## src/rtl/gate_sensor_decoder.sv

```systemverilog
// Two-beam gate decoder: synchronizes and debounces the outer (A) and inner (B) beams,
// then tracks complete entry/exit passages and flags illegal sequences or stalls.
module gate_sensor_decoder #(
  parameter int DEBOUNCE_CYCLES = 4,
  parameter int TIMEOUT_CYCLES  = 1000
) (
  input  logic clk,
  input  logic reset,
  input  logic sensorA,
  input  logic sensorB,
  output logic carIn,
  output logic carOut,
  output logic busy,
  output logic error,
  output logic faulted
);

  typedef enum logic [2:0] {
    IDLE   = 3'd0,
    IN_A   = 3'd1,
    IN_AB  = 3'd2,
    IN_B   = 3'd3,
    OUT_B  = 3'd4,
    OUT_BA = 3'd5,
    OUT_A  = 3'd6,
    FAULT  = 3'd7
  } state_t;

  localparam logic [7:0]  DB_LAST = 8'(DEBOUNCE_CYCLES - 1);
  localparam logic [15:0] TO_LAST = 16'(TIMEOUT_CYCLES - 1);

  logic        s1_a_r, s2_a_r, s1_b_r, s2_b_r;
  logic        da_r, db_r;
  logic [7:0]  cnt_a_r, cnt_b_r;
  logic [15:0] tmo_r;
  state_t      state_r, nxt_dec_s, nxt_s;
  logic [1:0]  code_s;
  logic        passage_s, tmo_hit_s, in_done_s, out_done_s;

  assign code_s = {da_r, db_r};

  // Synchronizers and debouncers for both beams
  always_ff @(posedge clk or posedge reset) begin
    if (reset) begin
      s1_a_r  <= 1'b0;
      s2_a_r  <= 1'b0;
      s1_b_r  <= 1'b0;
      s2_b_r  <= 1'b0;
      da_r    <= 1'b0;
      db_r    <= 1'b0;
      cnt_a_r <= 8'd0;
      cnt_b_r <= 8'd0;
    end else begin
      s1_a_r <= sensorA;
      s2_a_r <= s1_a_r;
      s1_b_r <= sensorB;
      s2_b_r <= s1_b_r;
      if (s2_a_r == da_r) begin
        cnt_a_r <= 8'd0;
      end else if (cnt_a_r == DB_LAST) begin
        da_r    <= s2_a_r;
        cnt_a_r <= 8'd0;
      end else begin
        cnt_a_r <= cnt_a_r + 8'd1;
      end
      if (s2_b_r == db_r) begin
        cnt_b_r <= 8'd0;
      end else if (cnt_b_r == DB_LAST) begin
        db_r    <= s2_b_r;
        cnt_b_r <= 8'd0;
      end else begin
        cnt_b_r <= cnt_b_r + 8'd1;
      end
    end
  end

  // Next-state decode from the debounced beam code, with the stall timeout on top
  always_comb begin
    nxt_dec_s  = state_r;
    in_done_s  = 1'b0;
    out_done_s = 1'b0;
    case (state_r)
      IDLE: begin
        case (code_s)
          2'b10:   nxt_dec_s = IN_A;
          2'b01:   nxt_dec_s = OUT_B;
          2'b11:   nxt_dec_s = FAULT;
          default: nxt_dec_s = IDLE;
        endcase
      end
      IN_A: begin
        case (code_s)
          2'b11:   nxt_dec_s = IN_AB;
          2'b00:   nxt_dec_s = IDLE;
          2'b01:   nxt_dec_s = FAULT;
          default: nxt_dec_s = IN_A;
        endcase
      end
      IN_AB: begin
        case (code_s)
          2'b01:   nxt_dec_s = IN_B;
          2'b10:   nxt_dec_s = IN_A;
          2'b00:   nxt_dec_s = FAULT;
          default: nxt_dec_s = IN_AB;
        endcase
      end
      IN_B: begin
        case (code_s)
          2'b00: begin
            nxt_dec_s = IDLE;
            in_done_s = 1'b1;
          end
          2'b11:   nxt_dec_s = IN_AB;
          2'b10:   nxt_dec_s = FAULT;
          default: nxt_dec_s = IN_B;
        endcase
      end
      OUT_B: begin
        case (code_s)
          2'b11:   nxt_dec_s = OUT_BA;
          2'b00:   nxt_dec_s = IDLE;
          2'b10:   nxt_dec_s = FAULT;
          default: nxt_dec_s = OUT_B;
        endcase
      end
      OUT_BA: begin
        case (code_s)
          2'b10:   nxt_dec_s = OUT_A;
          2'b01:   nxt_dec_s = OUT_B;
          2'b00:   nxt_dec_s = FAULT;
          default: nxt_dec_s = OUT_BA;
        endcase
      end
      OUT_A: begin
        case (code_s)
          2'b00: begin
            nxt_dec_s  = IDLE;
            out_done_s = 1'b1;
          end
          2'b11:   nxt_dec_s = OUT_BA;
          2'b01:   nxt_dec_s = FAULT;
          default: nxt_dec_s = OUT_A;
        endcase
      end
      FAULT: begin
        if (code_s == 2'b00) begin
          nxt_dec_s = IDLE;
        end else begin
          nxt_dec_s = FAULT;
        end
      end
      default: nxt_dec_s = FAULT;
    endcase
    passage_s = (state_r != IDLE) && (state_r != FAULT);
    // A stall only counts when the beams asked for no move this cycle
    tmo_hit_s = passage_s && (nxt_dec_s == state_r) && (tmo_r == TO_LAST);
    if (tmo_hit_s) begin
      nxt_s = FAULT;
    end else begin
      nxt_s = nxt_dec_s;
    end
  end

  // State register, timeout counter and registered outputs
  always_ff @(posedge clk or posedge reset) begin
    if (reset) begin
      state_r <= IDLE;
      tmo_r   <= 16'd0;
      carIn   <= 1'b0;
      carOut  <= 1'b0;
      busy    <= 1'b0;
      error   <= 1'b0;
      faulted <= 1'b0;
    end else begin
      state_r <= nxt_s;
      carIn   <= in_done_s;
      carOut  <= out_done_s;
      busy    <= (nxt_s != IDLE);
      faulted <= (nxt_s == FAULT);
      error   <= (nxt_s == FAULT) && (state_r != FAULT);
      if ((nxt_s != state_r) || !passage_s) begin
        tmo_r <= 16'd0;
      end else begin
        tmo_r <= tmo_r + 16'd1;
      end
    end
  end

endmodule

```

## config.mk

```make
export PLATFORM = sky130hd
export DESIGN_NAME = gate_sensor_decoder
export DESIGN_NICKNAME = d
export VERILOG_FILES = /design/src/rtl/gate_sensor_decoder.sv
export SDC_FILE = /design/constraint.sdc
export NUM_CORES = 1
export LEC_CHECK = 0
export ABC_AREA = 1
export CORE_ASPECT_RATIO = 0.9
export CORE_MARGIN = 2
export CORE_UTILIZATION = 55
export CTS_CLUSTER_SIZE = 16
export DETAILED_ROUTE_END_ITERATION = 8
export PLACE_DENSITY_LB_ADDON = 0.12
export SYNTH_ARGS = -nofsm -noshare
export SYNTH_HDL_FRONTEND = slang
export SYNTH_SLANG_ARGS = --single-unit
```

## constraint.sdc

```tcl
create_clock -name clk -period 2.71 [get_ports clk]
set_input_delay 0.271 -clock clk [delete_from_list [all_inputs] [get_ports clk]]
set_output_delay 0.271 -clock clk [all_outputs]
set_load 0.005 [all_outputs]
```

# Yosys cells after proc, flatten, opt, wreduce, memory -nomap -nowiden
# Cells that the tools add are included.
# classes
eq_ne	19
muxes	18
n_bitwise	2
reduce_logical	12
add_sub_neg	3
# ops
cell	count
case mux 3 bit (3 select lines)	6
two-way mux 8 bit	4
case mux 3 bit (8 select lines)	1
adder 16 x 1 -> 16 bit (second input constant)	1
adder 8 x 1 -> 8 bit (second input constant)	2
equality test 16 x 10 -> 1 bit (second input constant)	1
equality test 8 x 2 -> 1 bit (second input constant)	2
two-way mux 16 bit	1
equality test 3 bit (second input constant)	5
equality test 3 x 2 -> 1 bit (second input constant)	2
two-way mux 3 bit	2
case mux 2 bit (3 select lines)	1
nonzero test 3 bit	2
equality test 2 bit (second input constant)	2
logical AND 1 bit	4
AND reduction 2 bit	2
equality test 3 x 1 -> 1 bit (second input constant)	1
equality test 3 bit	1
logical NOT 3 bit	1
two-way mux 1 bit	3
!= test 3 bit	1
!= test 3 bit (second input constant)	1
equality test 1 bit	2
equality test 2 x 1 -> 1 bit (second input constant)	1
other kinds (4)	5
# word_totals
out_inout_bits	5
ff_bits	46
inputBits	4
wordCells	69

# Longest topological paths before layout
# depth
word_depth	10
depth_mapped	18
depth_no_buf	17

# Worst setup path after synthesis
# OpenSTA, ideal clock, no wires.
# synth_path
kind	register to register
start	register da_r
end	register tmo_r[9]
setup_slack_ns	0.637
arrival_ns	1.951
required_time_ns	2.588
path_buffers	1
period_less_slack_ns	2.073
path_stages_with_launch	16
setup_time_ns	0.122
cell_sequence	dfrtp_1 inv_1 ha_1 nand4_1 nand2_1 nor2_1 nand2_1 nand3_1 nand2_1 nor2_1 nand2_4 nand2_1 nand2_2 nand3_4 buf_8 nor3_2
# synth_via
elab_chain_len	10
elab_cells_between_ends	20
classes_between	eq/ne (5); mux (11); reduce/logical (4)
# synth_lines
item	line_no	rtl
start: declaration	33	logic da_r, db_r;
start signal: assignment	61	da_r <= s2_a_r;
equality test 2 x 1 -> 1 bit (tied with other cells)	-	
case mux 3 bit (3 select lines) (tied with other cells)	135	case (code_s)
case mux 3 bit (8 select lines) (*)	82	case (state_r)
equality test 3 bit	156	tmo_hit_s = passage_s && (nxt_dec_s == state_r) && (tmo_r == TO_LAST);
logical AND 1 bit (2 in series)	156	
two-way mux 3 bit (*)	157	if (tmo_hit_s) begin
named net nxt_s[0]	36	state_t state_r, nxt_dec_s, nxt_s;
!= test 3 bit (*)	181	if ((nxt_s != state_r) || !passage_s) begin
logical OR 1 bit (*)	181	
two-way mux 16 bit (*)	181	
end signal: assignment	184	tmo_r <= tmo_r + 16'd1;
end: declaration	35	logic [15:0] tmo_r;
# Mark *: on every way through the listed nets, which the timed path passes. The rest lies on a longest branch.
# A chain may end at the register's enable or synchronous reset.

# Final worst setup path
# layout_path
start	register da_r
end	register tmo_r[3]
# Same word-level chain as after synthesis.

==> qor.yml <==
timing:
  slew_violations: 0
  fin_tns_setup_ps: 0
  period_minus_slack_ps: 2340
  tightest_slew_ps: 637
  timing.fmax_mhz: 428
  setup_ws_ps: 372
  slew_headroom_pct: 57.2
  hold_viol_final: 0
  timing.final.crit_share_pct: 86.3
  skew_ps: 4.46
  setup_viol: 0
  rsz0062_at_grt: "false"
  timing.hold.ws_ps: 141
placement:
  dp_cells: 371
  place_hpwl_um: 3210
  portBuffers: 8
  gp_congestion: 0.935
  pre_cts_ws_ps: 326
global_routing:
  grt_start_max_net_pins: 24
  grt_pass1_vias: 1973
  antenna_found_initial: 0
  grt_use_total_pct: 19.9
  grt_first_pass_wirelength_um: 8510
  overflow: 0
synthesis:
  synth.area.top_cells: "dfrtp_1 (44%), nand2_1 (6.5%), inv_1 (6.2%)"
  netlist_instances: 304
  ys_seq_elements: 46
  ys_types: 29
  avgSynthCellArea_um2: 8.55
  synth_top_area_share_pct: 44.3
  ys_warn_count: 0
  syn-cell-area_mm2: 0.00260
  synth_largest_area_cell: "dfrtp_1"
  synthesis.nets: 319
  synth_seq_area_share_pct: 44.3
setup_path:
  path_max_fanout: 16
  required_ps: 2940
  startpoint: "da_r"
  worstPathArrival_ps: 2570
  rrSetupSlack_ps: 370
  path_class: "reg -> reg"
  cp-end-kind: "flop"
  start_kind: "flop"
  r2r-end: "tmo_r[3]"
  reg2reg_from: "da_r"
  reg2reg_depth: 13
cts:
  cts_hold_buf: 0
  cts_tree: "done"
  clk_pin_slew_worst_paths_ps: 90
  clock_latency_ps: 310
  clock_sinks: 46
  cts_buffers: 5
  clockBufferDepth: 2
  h-tree-depth: 2
  cts_root_buffer: "clkbuf_8"
run_status:
  status: "completed"
cells_and_area:
  regArea_mm2: 0.00115
  diodes: 0
  drive_gt1_share_pct: 14.2
  area_growth_pct: 8.04
  fin_nets: 331
  fill_cells: 426
  fin_cells: 379
  multi_input_area_mm2: 0.00121
die:
  ios: 9
  rows: 23
  dieArea_mm2: 0.00529
  start_util_pct: 57.9
  die_w_um: 76.5
  core_area_mm2: 0.00449
  die_h_um: 69.2
min_path:
  min_path_type: "in -> async"
pwr:
  ir_worst_vdd_v: 0.000695
  power_density_mw_per_mm2: 983
  leakagePower_nw: 1.26
routing:
  viasPerCell: 5.02
  drt_wl_total_um: 4350
  dr.max_layer_used: "met4"
  drt-met1-wl_um: 2140
  met3WireLength_um: 180
  via_count: 1904
  wl_met2_um: 1950
  drc: 0
  drtIter0Drc: 102
  dr.pass1.iters: 4
  antenna_left: 0
  wire_per_inst_um: 11.5
run:
  drv_cap: 0
## how the worst max path moves through the flow
stage          slack (ps)   endpoint  cells after the start
4_1_cts               290   tmo_r[3]                     15
3_5_place_dp          330   tmo_r[4]                     15
3_3_place_gp          380  tmo_r[15]                     15
6_report              370   tmo_r[3]                     13
5_1_grt                60   tmo_r[2]                     13
2_1_floorplan         640   tmo_r[9]                     15
## sequential cells by signal (all words and copies together), names as in the netlist, 3 cells and up
name	flops
state_r	3
cnt_a_r	8
cnt_b_r	8
tmo_r	16
## cells by family (layout without fill, tap and decap cells)
kind of cell	count (synthesis)	in the layout	share of synthesized area (%)
and+or+nand+nor	163	163	32.3
buffers and inverters	51	64	9.24
adders and majority gates	11	11	5.29
xor gates and xnor gates	16	16	5.39
DFF	46	46	44.3
AOI/OAI and AO/OA	17	17	3.51
## stage by stage
step                cell area (um^2)  power, W  utilization, %
floorplan                       2600   0.00220               -
global placement                2710   0.00233            60.4
detailed placement              2710   0.00234            60.4
CTS                             2810   0.00279            62.5
global route                    2810   0.00302            62.6
finish                          2810   0.00276            62.6
## worst max-delay path: stages, from the launching register on
cell	delay, ps
dfrtp_2	460
inv_1	160
ha_1	300
nand4_1	110
nand2_1	60
nor2_1	90
nand2_1	100
a21oi_1	180
nor2_1	100
nand2_4	90
nand2_1	90
nand2_2	80
nand3_4	220
nor3_1	210
## cell usage after synthesis
| cell | n |
|---|---|
| dfrtp_1 | 46 |
| nand2_1 | 45 |
| inv_1 | 43 |
| nor2_1 | 42 |
| nand3_1 | 26 |
| nor3_2 | 12 |
| ha_1 | 11 |
| nor3_1 | 11 |
| xor2_1 | 10 |
| a21oi_1 | 9 |
| nand2_2 | 6 |
| nand4_1 | 6 |
| xnor2_1 | 6 |
| nor2_2 | 5 |
| buf_6 | 4 |
| inv_4 | 3 |
| nor4_1 | 3 |
| o21ai_0 | 3 |
| nand2_4 | 2 |
| o21ai_1 | 2 |
| and3b_1 | 1 |
| buf_8 | 1 |
| nand3_2 | 1 |
| nand3_4 | 1 |
| nand4_2 | 1 |
| nor2_4 | 1 |
| o211ai_1 | 1 |
| o22ai_1 | 1 |
| o31ai_1 | 1 |
## power by group
group	internal [W]	switching, W	leakage (nW)
sequential	0.000789	0.000147	0.610
combinational	0.000416	0.000975	0.605
clock	0.000186	0.000248	0.0447
## layer usage
metal	vias up	GRT usage (%)
met3	8	4.04
met2	34	31.4
met4	0	9.29
met1	868	26.5
met5	-	0
li1	994	-
## layout make-up
cell class / count / share of cell area, %
Multi-Input combinational cell: 207 / 43.0
Clock inverter: 3 / 0.891
Tap cell: 62 / 2.76
Timing Repair Buffer: 10 / 3.39
Inverter: 46 / 6.41
Clock buffer: 5 / 2.45
Sequential cell: 46 / 41.1
## cell usage in the layout (no fill, tap or decap)
master / instances
ha_1: 11
o21ai_0: 3
nor2_4: 1
inv_6: 1
buf_4: 2
clkinv_4: 1
a21oi_1: 9
xnor2_1: 6
and3b_1: 1
inv_4: 3
nand3_1: 26
clkinvlp_4: 1
nor2_1: 42
dfrtp_2: 2
clkdlybuf4s50_1: 8
nor3_1: 11
o22ai_1: 1
xor2_1: 10
nor4_1: 3
nand3_2: 1
nand4_1: 6
nor2_2: 5
dfrtp_1: 44
nand3_4: 1
nor3_2: 12
nand2_1: 45
inv_2: 1
clkbuf_8: 5
nand4_2: 1
o211ai_1: 1
o31ai_1: 1
nand2_4: 2
inv_1: 42
o21ai_1: 2
nand2_2: 6
## timing repair
| action | 4_1_cts | 5_1_grt |
|---|---|---|
| buffers inserted | 0 | 0 |
| setup endpoints to repair | 0 | 3 |
| hold endpoints to repair | 0 | 0 |
| resized for setup | 0 | 2 |
No activity file was read; power rests on OpenSTA's default activity.
